$ cat src/rtl/s2p_pkg.sv
// Shared constants and state encoding for the serial-to-parallel receiver.
package s2p_pkg;

   localparam int unsigned WIDTH = 16;
   localparam int unsigned LEN_W = 4;
   localparam int unsigned CNT_W = LEN_W + 1;

   typedef enum logic [0:0] {
      S_IDLE,
      S_SHIFT
   } state_e;

endpackage

$ cat src/rtl/s2p_hold.sv
// One-deep valid/ready holding register; flags a sticky overrun when a word
// arrives while the previous one is still unconsumed.
module s2p_hold #(
   parameter int unsigned WIDTH = 16
) (
   input  logic             clk,
   input  logic             reset,
   input  logic             load,
   input  logic [WIDTH-1:0] load_data,
   input  logic             ready,
   output logic [WIDTH-1:0] data_out,
   output logic             valid,
   output logic             overrun
);

   logic [WIDTH-1:0] data_q, data_d;
   logic             valid_q, valid_d;
   logic             overrun_q, overrun_d;

   // Next-state: load wins over accept; an accept on the load edge frees the slot.
   always_comb begin
      data_d    = data_q;
      valid_d   = valid_q;
      overrun_d = overrun_q;
      if (load) begin
         if (!valid_q || ready) begin
            data_d  = load_data;
            valid_d = 1'b1;
         end else begin
            overrun_d = 1'b1;
         end
      end else if (valid_q && ready) begin
         valid_d = 1'b0;
      end
   end

   // State registers with synchronous active-low reset.
   always_ff @(posedge clk) begin
      if (!reset) begin
         data_q    <= '0;
         valid_q   <= 1'b0;
         overrun_q <= 1'b0;
      end else begin
         data_q    <= data_d;
         valid_q   <= valid_d;
         overrun_q <= overrun_d;
      end
   end

   assign data_out = data_q;
   assign valid    = valid_q;
   assign overrun  = overrun_q;

endmodule

$ cat src/rtl/s2p_rx.sv
// Serial-to-parallel receiver: MSB-first frames of 1..WIDTH bits are assembled
// into a left-justified word and handed to a one-deep output buffer.
module s2p_rx #(
   parameter int unsigned WIDTH = s2p_pkg::WIDTH,
   parameter int unsigned LEN_W = s2p_pkg::LEN_W
) (
   input  logic             clk,
   input  logic             reset,
   input  logic             data_in,
   input  logic             enable,
   input  logic [LEN_W-1:0] len,
   output logic [WIDTH-1:0] data_out,
   output logic             valid,
   input  logic             ready,
   output logic             overrun
);

   import s2p_pkg::*;

   localparam int unsigned CntW = LEN_W + 1;

   state_e           state_q, state_d;
   logic [CntW-1:0]  bit_cnt_q, bit_cnt_d;
   logic [CntW-1:0]  frame_len_q, frame_len_d;
   logic [WIDTH-1:0] shreg_q, shreg_d;

   logic [CntW-1:0]  len_ext;
   logic [CntW-1:0]  cnt_inc;
   logic [LEN_W-1:0] pos;
   logic [CntW-1:0]  flen_cur;
   logic [WIDTH-1:0] word_mask;
   logic [WIDTH-1:0] word;
   logic             done;

   // len of 0 stands for a full-width frame.
   assign len_ext = (len == '0) ? CntW'(WIDTH) : {1'b0, len};
   assign cnt_inc = bit_cnt_q + 1'b1;
   // Only used in SHIFT, where bit_cnt is 1..WIDTH-1, so this never underflows.
   assign pos     = LEN_W'(WIDTH - 1) - bit_cnt_q[LEN_W-1:0];

   // FSM next-state, shift-register update and completion detection.
   always_comb begin
      state_d     = state_q;
      bit_cnt_d   = bit_cnt_q;
      frame_len_d = frame_len_q;
      shreg_d     = shreg_q;
      flen_cur    = frame_len_q;
      done        = 1'b0;
      unique case (state_q)
         S_IDLE: begin
            if (enable) begin
               shreg_d[WIDTH-1] = data_in;
               frame_len_d      = len_ext;
               flen_cur         = len_ext;
               if (len_ext == CntW'(1)) begin
                  done      = 1'b1;
                  bit_cnt_d = '0;
               end else begin
                  state_d   = S_SHIFT;
                  bit_cnt_d = CntW'(1);
               end
            end
         end
         S_SHIFT: begin
            if (enable) begin
               shreg_d[pos] = data_in;
               if (cnt_inc == frame_len_q) begin
                  done      = 1'b1;
                  state_d   = S_IDLE;
                  bit_cnt_d = '0;
               end else begin
                  bit_cnt_d = cnt_inc;
               end
            end else begin
               // Abort: partial frame is simply dropped.
               state_d   = S_IDLE;
               bit_cnt_d = '0;
            end
         end
         default: begin
            state_d   = S_IDLE;
            bit_cnt_d = '0;
         end
      endcase
   end

   // Stale bits left over from earlier frames sit below the frame; clear them.
   always_comb begin
      word_mask = ~({WIDTH{1'b1}} >> flen_cur);
      word      = shreg_d & word_mask;
   end

   // State registers with synchronous active-low reset.
   always_ff @(posedge clk) begin
      if (!reset) begin
         state_q     <= S_IDLE;
         bit_cnt_q   <= '0;
         frame_len_q <= '0;
         shreg_q     <= '0;
      end else begin
         state_q     <= state_d;
         bit_cnt_q   <= bit_cnt_d;
         frame_len_q <= frame_len_d;
         shreg_q     <= shreg_d;
      end
   end

   s2p_hold #(
      .WIDTH(WIDTH)
   ) u_hold (
      .clk      (clk),
      .reset    (reset),
      .load     (done),
      .load_data(word),
      .ready    (ready),
      .data_out (data_out),
      .valid    (valid),
      .overrun  (overrun)
   );

endmodule

$ cat config.mk
export PLATFORM = sky130hd
export DESIGN_NAME = s2p_rx
export DESIGN_NICKNAME = d
export VERILOG_FILES = /design/src/rtl/s2p_pkg.sv /design/src/rtl/s2p_hold.sv /design/src/rtl/s2p_rx.sv
export SDC_FILE = /design/constraint.sdc
export NUM_CORES = 1
export LEC_CHECK = 0
export ABC_AREA = 0
export ABC_CLOCK_PERIOD_IN_PS = 2440
export CORE_UTILIZATION = 40
export CTS_CLUSTER_DIAMETER = 120
export CTS_CLUSTER_SIZE = 12
export DETAILED_ROUTE_END_ITERATION = 10
export DONT_BUFFER_PORTS = 1
export GPL_TIMING_DRIVEN = 0
export RECOVER_POWER = 25
export SYNTH_ARGS = -nofsm -noshare
export SYNTH_HDL_FRONTEND = slang
export SYNTH_HIERARCHICAL = 1
export SYNTH_SLANG_ARGS = --single-unit
$ cat constraint.sdc
create_clock -name clk -period 2.44 [get_ports clk]
set_input_delay 0.366 -clock clk [delete_from_list [all_inputs] [get_ports clk]]
set_output_delay 0.366 -clock clk [all_outputs]
set_load 0.05 [all_outputs]
==> metrics.yaml, run 1 <==
run_status: "finished, final reports clean"
synthFlopType: "sky130_fd_sc_hd__dfxtp_1"
report.power.total_mw: 1.44
first_global_vias: 1771
drtAntennaViolNets: 0
yosysUniqueCellTypes: 46
register_area_um2: 906
fin_cells: 361
fmaxAchievable_mhz: 424
max_slew_margin: 0.570
path_buf_inv: 3
worst_path_arrival_time_ns: 2.59
place.port_buffers: 0
crit_required_ns: 2.67
hold_violations: 0
post_dp_cell_area_um2: 2530
fin_area_um2: 2760
pre_cts_ws_ns: -0.452
antenna_diodes: 0
synth.largest_area_cell: "sky130_fd_sc_hd__dfxtp_1"
groute.layer.met3.usage: 0.0432
fill_cells: 547
peakVddDrop_mv: 0.304
fin_tns_setup_ns: 0
gr_met2_demand_resource: 0.290
synthesis.area_um2: 2440
timing.critical_path.slowest_stage_cell: "sky130_fd_sc_hd__dfxtp_4"
total_iterations_of_the_first_detailed_routing_run: 4
min_period_ns: 2.36
post-route-worst-setup-slack_ns: 0.0809
reg2reg_setup_slack_ns: 0.08
finalWeightedCongestion: 0.800
postRouteWirelength_mm: 5.26
globalRouteOverflowTotal: 0
synth_largest_type_area_fraction: 0.369
fin_hold_ws_ns: 0.190
cts_inserted_buffers: 5
power_per_cell_area_nw_per_um2: 521
critical-path-top-delay-family: "compound AO/OA/AOI/OAI gates"
fin_skew_ns: 0.0113
r2r_start: "bit_cnt_q[0]$_SDFFE_PN0P_"
synth-seq-area-share: 0.369
critical_path.endpoint_type: "register"
final_number_of_setup_violating_endpoints: 0
path_max_fanout: 5
cp_cell_sequence: "clkinvlp_4 -> ha_4 -> xor2_2 -> a211oi_2 -> o221ai_2 -> nor3b_2 -> o21a_1 -> nor2b_4 -> buf_6 -> clkbuf_16 -> mux2i_1"
dpl.cell_count: 345
tritoncts_num_sinks: 45
drtIter0Drc: 75
timing_worst_setup_path_type: "register to register"
grt_use_total: 0.180
grt_start_max_net_pins: 14
static-leakage-power_nw: 0.935
syn-num-nets: 283
cts.hold.buffers_added: 0
yosys_warnings: 6
fraction_of_layout_cells_with_a_size_suffix_above_1: 0.203
die_area_um2: 6420
unrepaired_setup_endpoints_after_global_routing: "yes"
io_pins: 27
report.final.slew_viol_count: 0
detailroute.via_count: 1831
use_met1: 0.234
floorplan.initialDensity: 0.412
h-tree-depth: 2
syn_avg_cell_area_um2: 9.04
timing.hold.worst_path_depth: 2
clkSlewWorstSetupHoldPaths_ns: 0.09
fp.dieW_um: 80.1
multiInputGateArea_um2: 1440
first_pass_grt_wire_length_mm: 8.73
synth_enable_flop_cells: 0
ys_async_sr_fraction: 0
die_extent_in_y_um: 80.1
final_min_period_over_clock_period: 0.967
route.detailed.vias_per_inst: 5.07
syn_inst: 270
drv.max_cap_violation_count: 0
syn2layout_area_growth_pct: 12.9
routed_wire_length_per_instance_um: 14.6
clk_root_buffer_cell: "sky130_fd_sc_hd__clkbuf_8"
rr_endpoint: "u_hold/data_out[2]$_SDFFE_PN0P_"
ctsLongestPathBuffers: 2
yosys-top-cells-area: "sky130_fd_sc_hd__dfxtp_1 37%, sky130_fd_sc_hd__mux2i_1 14%, sky130_fd_sc_hd__nand2_1 6.9%"
worst_pin_slew_ns: 0.639
antenna_found_initial: 0
post-route-drc-count: 0
synth_top_cells_by_count: "45 x sky130_fd_sc_hd__dfxtp_1, 45 x sky130_fd_sc_hd__nand2_1, 35 x sky130_fd_sc_hd__mux2i_1"
site_rows: 28
final_core_util: 0.466
postSynthRegisterBits: 45
worst_r2r_path_depth: 11
cpPeakStageDelay_ns: 0.40
detailedPlacementHpwl_mm: 3.78
timing.hold.worst_endpoint: "state_q$_SDFF_PN0_"
globalRoute.busiestLayer: "met2"
hold_start: "enable"
net_count_final: 298
core-area_um2: 5920
cts_tree: "built"
timing.critical_path.from_type: "register"
clkLatencyLatePin_ns: 0.30
worst_hold_path_type: "primary input to register"
-- worst register-to-register path: stages, from the launching register on --
cell and delay (ns):
sky130_fd_sc_hd__dfxtp_4 0.40, sky130_fd_sc_hd__clkinvlp_4 0.13, sky130_fd_sc_hd__ha_4 0.27, sky130_fd_sc_hd__xor2_2 0.14, sky130_fd_sc_hd__a211oi_2 0.17, sky130_fd_sc_hd__o221ai_2 0.16, sky130_fd_sc_hd__nor3b_2 0.24, sky130_fd_sc_hd__o21a_1 0.16
sky130_fd_sc_hd__nor2b_4 0.17, sky130_fd_sc_hd__buf_6 0.14, sky130_fd_sc_hd__clkbuf_16 0.14, sky130_fd_sc_hd__mux2i_1 0.17
-- cells by family (layout without fill, tap and decap cells) --
| family | Yosys count | count (layout) | synth area share |
|---|---|---|---|
| AOI/OAI and AO/OA | 38 | 38 | 0.122 |
| xor gates and xnor gates | 4 | 4 | 0.0144 |
| adders and majority gates | 4 | 4 | 0.0205 |
| buffers and inverters | 19 | 35 | 0.0574 |
| DFF | 45 | 45 | 0.369 |
| muxes | 35 | 35 | 0.144 |
| and+or+nand+nor | 125 | 125 | 0.273 |
-- power by group --
group / internal (mW) / leakage, nW / switching (mW) / total [mW]
sequential: 0.742 / 0.365 / 0.0139 / 0.756
combinational: 0.0759 / 0.516 / 0.0919 / 0.168
clock: 0.256 / 0.0542 / 0.255 / 0.512
total: 1.07 / 0.935 / 0.361 / 1.44
-- flip-flops by register name, summed over array words and instances, names as in the netlist --
register	count
shreg_q	16
bit_cnt_q	5
u_hold/valid	1
frame_len_q	5
state_q	1
u_hold/data_out	16
u_hold/overrun	1
-- timing repair --
action / CTS / global route
resized for setup: 5 / 4
pin swaps: 3 / 1
buffers inserted: 4 / 3
cloned: 0 / 1
endpoints found under the setup margin: 16 / 16
-- per-layer routing --
layer / wire length, um / vias to the layer above
met5: 0 / -
met3: 195 / 6
met2: 2420 / 26
met4: 48 / 0
li1: - / 946
met1: 2600 / 853
-- how the worst max path moves through the flow --
stage,startpoint,to,depth (start not counted)
global placement,bit_cnt_q[0]$_SDFFE_PN0P_,u_hold/data_out[11]$_SDFFE_PN0P_,11
global route,bit_cnt_q[0]$_SDFFE_PN0P_,u_hold/data_out[2]$_SDFFE_PN0P_,11
CTS,bit_cnt_q[0]$_SDFFE_PN0P_,u_hold/data_out[13]$_SDFFE_PN0P_,11
finish,bit_cnt_q[0]$_SDFFE_PN0P_,u_hold/data_out[2]$_SDFFE_PN0P_,11
floorplan,bit_cnt_q[0]$_SDFFE_PN0P_,u_hold/data_out[0]$_SDFFE_PN0P_,11
detailed placement,bit_cnt_q[0]$_SDFFE_PN0P_,u_hold/data_out[0]$_SDFFE_PN0P_,11
-- layout make-up --
type / instances / area share
Multi-Input combinational cell: 206 / 0.521
Sequential cell: 45 / 0.329
Buffer: 16 / 0.0413
Clock buffer: 7 / 0.0350
Tap cell: 75 / 0.0340
Timing Repair Buffer: 8 / 0.0327
Inverter: 3 / 0.00545
Clock inverter: 1 / 0.00182
-- cells in the final DEF, fill, tap and decap left out, types with 3 or more instances in the layout --
master	netlist	layout
sky130_fd_sc_hd__a211oi_1	4	3
sky130_fd_sc_hd__a21boi_0	6	6
sky130_fd_sc_hd__mux2i_1	35	35
sky130_fd_sc_hd__a211oi_2	3	4
sky130_fd_sc_hd__dfxtp_1	45	43
sky130_fd_sc_hd__clkbuf_1	3	5
sky130_fd_sc_hd__nor2_1	19	19
sky130_fd_sc_hd__buf_2	6	6
sky130_fd_sc_hd__a21oi_1	6	6
sky130_fd_sc_hd__buf_4	0	6
sky130_fd_sc_hd__clkbuf_8	0	7
sky130_fd_sc_hd__a21oi_2	3	3
sky130_fd_sc_hd__buf_6	6	4
sky130_fd_sc_hd__ha_1	4	3
sky130_fd_sc_hd__nor3_2	3	3
sky130_fd_sc_hd__and2_1	4	3
sky130_fd_sc_hd__nand2_1	45	45
sky130_fd_sc_hd__or3_1	3	3
sky130_fd_sc_hd__nor2_2	3	3
sky130_fd_sc_hd__nor2b_1	24	24
sky130_fd_sc_hd__nor3_1	4	4
sky130_fd_sc_hd__o221ai_1	4	3
Note: power is estimated with default switching activity, not from simulation.
==> run 2: changes to the inputs <==
--- a/config.mk
+++ b/config.mk
@@ -7,13 +7,15 @@
 export LEC_CHECK = 0
 export ABC_AREA = 0
 export ABC_CLOCK_PERIOD_IN_PS = 2440
-export CORE_UTILIZATION = 40
+export CORE_UTILIZATION = 57
 export CTS_CLUSTER_DIAMETER = 120
 export CTS_CLUSTER_SIZE = 12
 export DETAILED_ROUTE_END_ITERATION = 10
 export DONT_BUFFER_PORTS = 1
 export GPL_TIMING_DRIVEN = 0
+export PLACE_DENSITY = 0.75
 export RECOVER_POWER = 25
+export SKIP_LAST_GASP = 1
 export SYNTH_ARGS = -nofsm -noshare
 export SYNTH_HDL_FRONTEND = slang
 export SYNTH_HIERARCHICAL = 1
==> run 2 against run 1 <==
Net effect: core utilization grew 19 points; highest routed layer unchanged; hold slack lost 0.016 ns; wire length shrank 7.9%; die area shrank 29%; via count shrank 2.3%; largest cell class unchanged; cell area shrank 3.4%.
==> metrics.yaml, run 2 (synthesis gave the netlist of run 1 again) <==
antenna_found_initial: 0  # unchanged
fill_cells: 321  # was 547
cpPeakStageDelay_ns: 0.39  # was 0.40 ns
report.power.total_mw: 1.41  # was 1.44 mW
run_status: "finished, final reports clean"  # unchanged
net_count_final: 295  # was 298
total_iterations_of_the_first_detailed_routing_run: 4  # unchanged
timing.critical_path.slowest_stage_cell: "sky130_fd_sc_hd__o311a_1"  # was sky130_fd_sc_hd__dfxtp_4
io_pins: 27  # unchanged
power_report.internal_total_mw: 1.07  # about the same
cts.hold.buffers_added: 0  # unchanged
fraction_of_layout_cells_with_a_size_suffix_above_1: 0.191  # was 0.203
pre_cts_ws_ns: -0.362  # was -0.452 ns
crit_required_ns: 2.66  # was 2.67 ns
globalRouteOverflowTotal: 0  # unchanged
fp.dieW_um: 67.4  # was 80.1 um
hold_start: "enable"  # unchanged
routed_wire_length_per_instance_um: 14.6  # about the same
hold_violations: 0  # unchanged
detailedPlacementHpwl_mm: 3.60  # was 3.78 mm
worst_pin_slew_ns: 0.619  # was 0.639 ns
timing.critical_path.from_type: "register"  # unchanged
ctsLongestPathBuffers: 2  # unchanged
site_rows: 23  # was 28
timing_worst_setup_path_type: "register to register"  # unchanged
final_core_util: 0.656  # was 0.466
final_min_period_over_clock_period: 0.946  # was 0.967
drtIter0Drc: 77  # was 75
top_library_cells_by_usage_in_the_layout_fill_and_taps_aside: "45 x sky130_fd_sc_hd__nand2_1, 43 x sky130_fd_sc_hd__dfxtp_1, 35 x sky130_fd_sc_hd__mux2i_1"  # unchanged
tritoncts_num_sinks: 45  # unchanged
pwr-share-comb: 0.110  # was 0.117
reg2reg_setup_slack_ns: 0.13  # was 0.08 ns
fin_skew_ns: 0.00598  # was 0.0113 ns
drtAntennaViolNets: 0  # unchanged
die_area_um2: 4550  # was 6420 um^2
finalWeightedCongestion: 0.817  # was 0.800
sequential_fraction_of_design_power: 0.535  # was 0.527
report.final.slew_viol_count: 0  # unchanged
layout.cells.most_common: "sky130_fd_sc_hd__nand2_1"  # unchanged
peakVddDrop_mv: 0.376  # was 0.304 mV
drv.max_cap_violation_count: 0  # unchanged
place.port_buffers: 0  # unchanged
worst_hold_path_type: "primary input to register"  # unchanged
h-tree-depth: 2  # unchanged
cts_tree: "built"  # unchanged
postRouteWirelength_mm: 4.85  # was 5.26 mm
r2r_start: "bit_cnt_q[0]$_SDFFE_PN0P_"  # unchanged
grt_use_total: 0.246  # was 0.180
path_buf_inv: 2  # was 3
die_extent_in_y_um: 67.4  # was 80.1 um
grt_start_max_net_pins: 14  # unchanged
path_max_fanout: 10  # was 5
fmaxAchievable_mhz: 433  # was 424 MHz
worst_path_arrival_time_ns: 2.53  # was 2.59 ns
detailroute.via_count: 1789  # was 1,831
clkLatencyLatePin_ns: 0.29  # was 0.30 ns
clk_root_buffer_cell: "sky130_fd_sc_hd__clkbuf_8"  # unchanged
cts_inserted_buffers: 5  # unchanged
fin_hold_ws_ns: 0.175  # was 0.190 ns
worst_r2r_path_depth: 9  # was 11
critical_path.endpoint_type: "register"  # unchanged
min_period_ns: 2.31  # was 2.36 ns
clkSlewWorstSetupHoldPaths_ns: 0.08  # was 0.09 ns
floorplan.initialDensity: 0.602  # was 0.412
share_clk_of_total_power: 0.355  # was 0.356
power_per_cell_area_nw_per_um2: 530  # was 521 nW/um^2
timing.hold.worst_endpoint: "state_q$_SDFF_PN0_"  # unchanged
timing.hold.worst_path_depth: 2  # unchanged
core-area_um2: 4060  # was 5920 um^2
syn2layout_area_growth_pct: 9.02  # was 12.9%
route.detailed.vias_per_inst: 5.37  # was 5.07
cp_cell_sequence: "ha_1 -> nor2b_1 -> o311a_1 -> nor3b_2 -> o21a_1 -> nor2b_4 -> buf_6 -> buf_12 -> mux2i_1"  # was clkinvlp_4 -> ha_4 -> xor2_2 -> a211oi_2 -> o221ai_2 -> nor3b_2 -> o21a_1 -> nor2b_4 -> buf_6 -> clkbuf_16 -> mux2i_1
static-leakage-power_nw: 0.914  # was 0.935 nW
critical-path-top-delay-family: "compound AO/OA/AOI/OAI gates"  # unchanged
unrepaired_setup_endpoints_after_global_routing: "no"  # was yes
switching_share: 0.243  # was 0.251
rr_endpoint: "u_hold/data_out[15]$_SDFFE_PN0P_"  # was u_hold/data_out[2]$_SDFFE_PN0P_
final_number_of_setup_violating_endpoints: 0  # unchanged
post-route-drc-count: 0  # unchanged
post-route-worst-setup-slack_ns: 0.132  # was 0.0809 ns
max_slew_margin: 0.584  # was 0.570
total_switching_power_mw: 0.343  # was 0.361 mW
antenna_diodes: 0  # unchanged
first_global_vias: 1775  # was 1,771
first_pass_grt_wire_length_mm: 8.18  # was 8.73 mm
run 2: what timing repair did:
item,in CTS,in global routing
setup endpoints to repair,16,15
pin swaps,1,3
setup buffers,4,1
resized for setup,4,4
run 2: through the flow:
step / cell area, um^2 / setup TNS [ns] / instances
6_report: 2660 / 0 / 333
5_1_grt: 2660 / 0 / 333
4_1_cts: 2650 / 0 / 332
3_5_place_dp: 2500 / -4.70 / 320
3_3_place_gp: 2500 / -4.73 / 320
2_1_floorplan: 2440 / 0 / 270
run 2: how the worst max path moves through the flow:
stage / cells past startpoint / slack, ns / startpoint / endpoint
after floorplan: 11 / 0.03 / bit_cnt_q[0]$_SDFFE_PN0P_ / u_hold/data_out[0]$_SDFFE_PN0P_
after detailed placement: 11 / -0.36 / bit_cnt_q[0]$_SDFFE_PN0P_ / u_hold/data_out[15]$_SDFFE_PN0P_
after CTS: 11 / 0.01 / bit_cnt_q[0]$_SDFFE_PN0P_ / u_hold/data_out[15]$_SDFFE_PN0P_
after global routing: 9 / 0.02 / bit_cnt_q[0]$_SDFFE_PN0P_ / u_hold/data_out[12]$_SDFFE_PN0P_
after global placement: 11 / -0.35 / bit_cnt_q[0]$_SDFFE_PN0P_ / u_hold/data_out[15]$_SDFFE_PN0P_
final: 9 / 0.13 / bit_cnt_q[0]$_SDFFE_PN0P_ / u_hold/data_out[15]$_SDFFE_PN0P_
run 2: area by class of cell:
type                       instances  area (um^2)  area share
clock inverter                     1         5.00     0.00188
timing repair buffer               5         37.5      0.0141
multi-input combinational        206         1430       0.537
inverter                           3         11.3     0.00423
buffer                            16          114      0.0428
sequential                        45          906       0.340
tap                               50         62.6      0.0235
clock buffer                       7         96.3      0.0362
run 2: power groups by stage:
stage                     logic [mW]  registers, mW  clock network [mW]
after CTS                      0.154          0.754               0.512
after global routing           0.168          0.756               0.545
final                          0.155          0.755               0.500
after global placement         0.144          0.772                   0
after detailed placement       0.144          0.772                   0
after floorplan                0.121          0.769                   0
run 2: layer usage:
layer  wire, um  share of wire  global-route usage  up-vias
met5          0              0                   0        -
met4         67          0.014              0.0824        0
met3        280          0.058              0.0709        7
met2       2200           0.45               0.395       34
met1       2300           0.47               0.313      808
li1           -              -                   -      940
==> run 3: changes to the inputs <==
--- a/config.mk
+++ b/config.mk
@@ -15,6 +15,7 @@
 export GPL_TIMING_DRIVEN = 0
 export PLACE_DENSITY = 0.75
 export RECOVER_POWER = 25
+export REMOVE_ABC_BUFFERS = 1
 export SKIP_LAST_GASP = 1
 export SYNTH_ARGS = -nofsm -noshare
 export SYNTH_HDL_FRONTEND = slang
==> run 3 against run 2 <==
Net effect: core utilization down 2.5 points; combinational power down 15%; highest routed layer unchanged; critical endpoint is now u_hold/data_out[4]$_SDFFE_PN0P_; critical path depth up 1; global-route usage down 2.0 points; via count down 1.3%.
==> metrics.yaml, run 3 (synthesis gave the netlist of run 1 again) <==
clk_root_buffer_cell: "sky130_fd_sc_hd__clkbuf_8"  # unchanged
tritoncts_num_sinks: 45  # unchanged
ctsLongestPathBuffers: 2  # unchanged
site_rows: 23  # unchanged
timing.critical_path.slowest_stage_cell: "sky130_fd_sc_hd__dfxtp_4"  # was sky130_fd_sc_hd__o311a_1
path_max_fanout: 8  # was 10
cp_cell_sequence: "inv_1 -> ha_4 -> xor2_1 -> a211oi_2 -> o221ai_2 -> nor3b_2 -> o21a_1 -> nor2b_4 -> clkbuf_16 -> mux2i_1"  # was ha_1 -> nor2b_1 -> o311a_1 -> nor3b_2 -> o21a_1 -> nor2b_4 -> buf_6 -> buf_12 -> mux2i_1
max_slew_margin: 0.575  # was 0.584
grt_start_max_net_pins: 62  # was 14
cpPeakStageDelay_ns: 0.37  # was 0.39 ns
static-leakage-power_nw: 0.832  # was 0.914 nW
fin_cells: 316  # was 333
detailedPlacementHpwl_mm: 3.09  # was 3.60 mm
core-area_um2: 4060  # unchanged
critical_path.endpoint_type: "register"  # unchanged
fin_area_um2: 2560  # was 2660 um^2
run_status: "finished, final reports clean"  # unchanged
fraction_of_layout_cells_with_a_size_suffix_above_1: 0.154  # was 0.191
power_per_cell_area_nw_per_um2: 524  # was 530 nW/um^2
crit_required_ns: 2.66  # about the same
fmaxAchievable_mhz: 434  # was 433 MHz
final_min_period_over_clock_period: 0.945  # was 0.946
use_met1: 0.291  # was 0.313
report.power.total_mw: 1.34  # was 1.41 mW
syn2layout_area_growth_pct: 4.82  # was 9.02%
layout.cells.most_common: "sky130_fd_sc_hd__nand2_1"  # unchanged
gr_met2_demand_resource: 0.358  # was 0.395
path_buf_inv: 2  # unchanged
timing_worst_setup_path_type: "register to register"  # unchanged
h-tree-depth: 2  # unchanged
globalRouteOverflowTotal: 0  # unchanged
drtIter0Drc: 97  # was 77
first_pass_grt_wire_length_mm: 7.66  # was 8.18 mm
net_count_final: 278  # was 295
finalWeightedCongestion: 0.817  # about the same
floorplan.initialDensity: 0.602  # unchanged
route.detailed.vias_per_inst: 5.59  # was 5.37
postRouteWirelength_mm: 4.82  # was 4.85 mm
post_dp_cell_area_um2: 2370  # was 2500 um^2
fin_skew_ns: 0.00710  # was 0.00598 ns
place.port_buffers: 0  # unchanged
drv.max_cap_violation_count: 0  # unchanged
cts.hold.buffers_added: 0  # unchanged
worst_pin_slew_ns: 0.637  # was 0.619 ns
cts_tree: "built"  # unchanged
fp.dieW_um: 67.4  # unchanged
post-route-worst-setup-slack_ns: 0.133  # was 0.132 ns
fill_cells: 332  # was 321
pre_cts_ws_ns: -0.784  # was -0.362 ns
clkLatencyLatePin_ns: 0.29  # about the same
die_extent_in_y_um: 67.4  # unchanged
io_pins: 27  # unchanged
dpl.cell_count: 304  # was 320
min_period_ns: 2.31  # about the same
worst_path_arrival_time_ns: 2.53  # about the same
report.final.slew_viol_count: 0  # unchanged
clkSlewWorstSetupHoldPaths_ns: 0.08  # about the same
detailroute.via_count: 1765  # was 1,789
antenna_diodes: 0  # unchanged
first_global_vias: 1694  # was 1,775
post-route-drc-count: 0  # unchanged
die_area_um2: 4550  # unchanged
cts_inserted_buffers: 5  # unchanged
antenna_found_initial: 0  # unchanged
drtAntennaViolNets: 0  # unchanged
groute.layer.met3.usage: 0.0642  # was 0.0709
final_number_of_setup_violating_endpoints: 0  # unchanged
total_iterations_of_the_first_detailed_routing_run: 4  # unchanged
unrepaired_setup_endpoints_after_global_routing: "no"  # unchanged
grt_use_total: 0.226  # was 0.246
worst_hold_path_type: "primary input to register"  # unchanged
globalRoute.busiestLayer: "met2"  # unchanged
hold_violations: 0  # unchanged
routed_wire_length_per_instance_um: 15.3  # was 14.6 um
top_library_cells_by_usage_in_the_layout_fill_and_taps_aside: "45 x sky130_fd_sc_hd__nand2_1, 41 x sky130_fd_sc_hd__dfxtp_1, 35 x sky130_fd_sc_hd__mux2i_1"  # was 45 x sky130_fd_sc_hd__nand2_1, 43 x sky130_fd_sc_hd__dfxtp_1, 35 x sky130_fd_sc_hd__mux2i_1
critical-path-top-delay-family: "compound AO/OA/AOI/OAI gates"  # unchanged
peakVddDrop_mv: 0.315  # was 0.376 mV
timing.critical_path.from_type: "register"  # unchanged
## run 3: cell types whose count changed in the layout (fill, tap and decap cells not counted), sizes merged
cell / before / now
buf: 16 / 3
clkbuf: 12 / 8
clkinv: 1 / 0
clkinvlp: 0 / 1
## run 3: worst register-to-register path, delay by kind of cell, from the launching register on
family | cells | cell delay (ns)
xor+xnor | 1 | 0.14
mux | 1 | 0.18
flops | 1 | 0.37
simple gates | 2 | 0.47
buf+inv | 2 | 0.35
compound gates | 3 | 0.49
fa+ha+maj | 1 | 0.24
## run 3: cell type report
type                    instances  area (um^2)  share of cell area
multi-input cells             206         1430               0.560
flip-flops and latches         45          908               0.355
clock buffers                   7         76.3              0.0298
well taps                      50         62.6              0.0244
repair buffers                  4         60.1              0.0235
inverters                       3         11.3             0.00440
clock inverters                 1         7.51             0.00293
## run 3: through the flow
step	TNS, ns	hold slack [ns]	utilization
3_3_place_gp	-11.73	0.486	0.585
6_report	0	0.177	0.631
3_5_place_dp	-12.28	0.489	0.585
4_1_cts	0	0.167	0.616
2_1_floorplan	-4.94	0.477	-
5_1_grt	0	0.185	0.631
## run 3: power by group
part / switching (mW) / internal (mW) / leakage [nW] / total [mW]
sequential: 0.0145 / 0.742 / 0.366 / 0.757
clock: 0.249 / 0.203 / 0.0385 / 0.452
combinational: 0.0716 / 0.0592 / 0.427 / 0.131
total: 0.336 / 1.00 / 0.832 / 1.34
## run 3: metal layers
metal	wire length, um	part of all wire
met5	0	0
met4	34	0.0071
met3	247	0.051
met2	2250	0.47
met1	2290	0.48
## run 3: timing repair
action	CTS	global route
endpoints found under the setup margin	16	16
resized for setup	4	7
buffers inserted	2	1
pin swaps	0	3
cloned	0	1
## run 3: path summary, 6_finish.rpt
check,startpoint,end,slack (ns),cells after the start
worst max-delay path,bit_cnt_q[0]$_SDFFE_PN0P_,u_hold/data_out[4]$_SDFFE_PN0P_,0.13,10
worst min-delay path,enable,state_q$_SDFF_PN0_,0.18,2
worst max register to register,bit_cnt_q[0]$_SDFFE_PN0P_,u_hold/data_out[4]$_SDFFE_PN0P_,0.13,10
worst min register to register,bit_cnt_q[1]$_SDFFE_PN0P_,bit_cnt_q[1]$_SDFFE_PN0P_,0.51,2
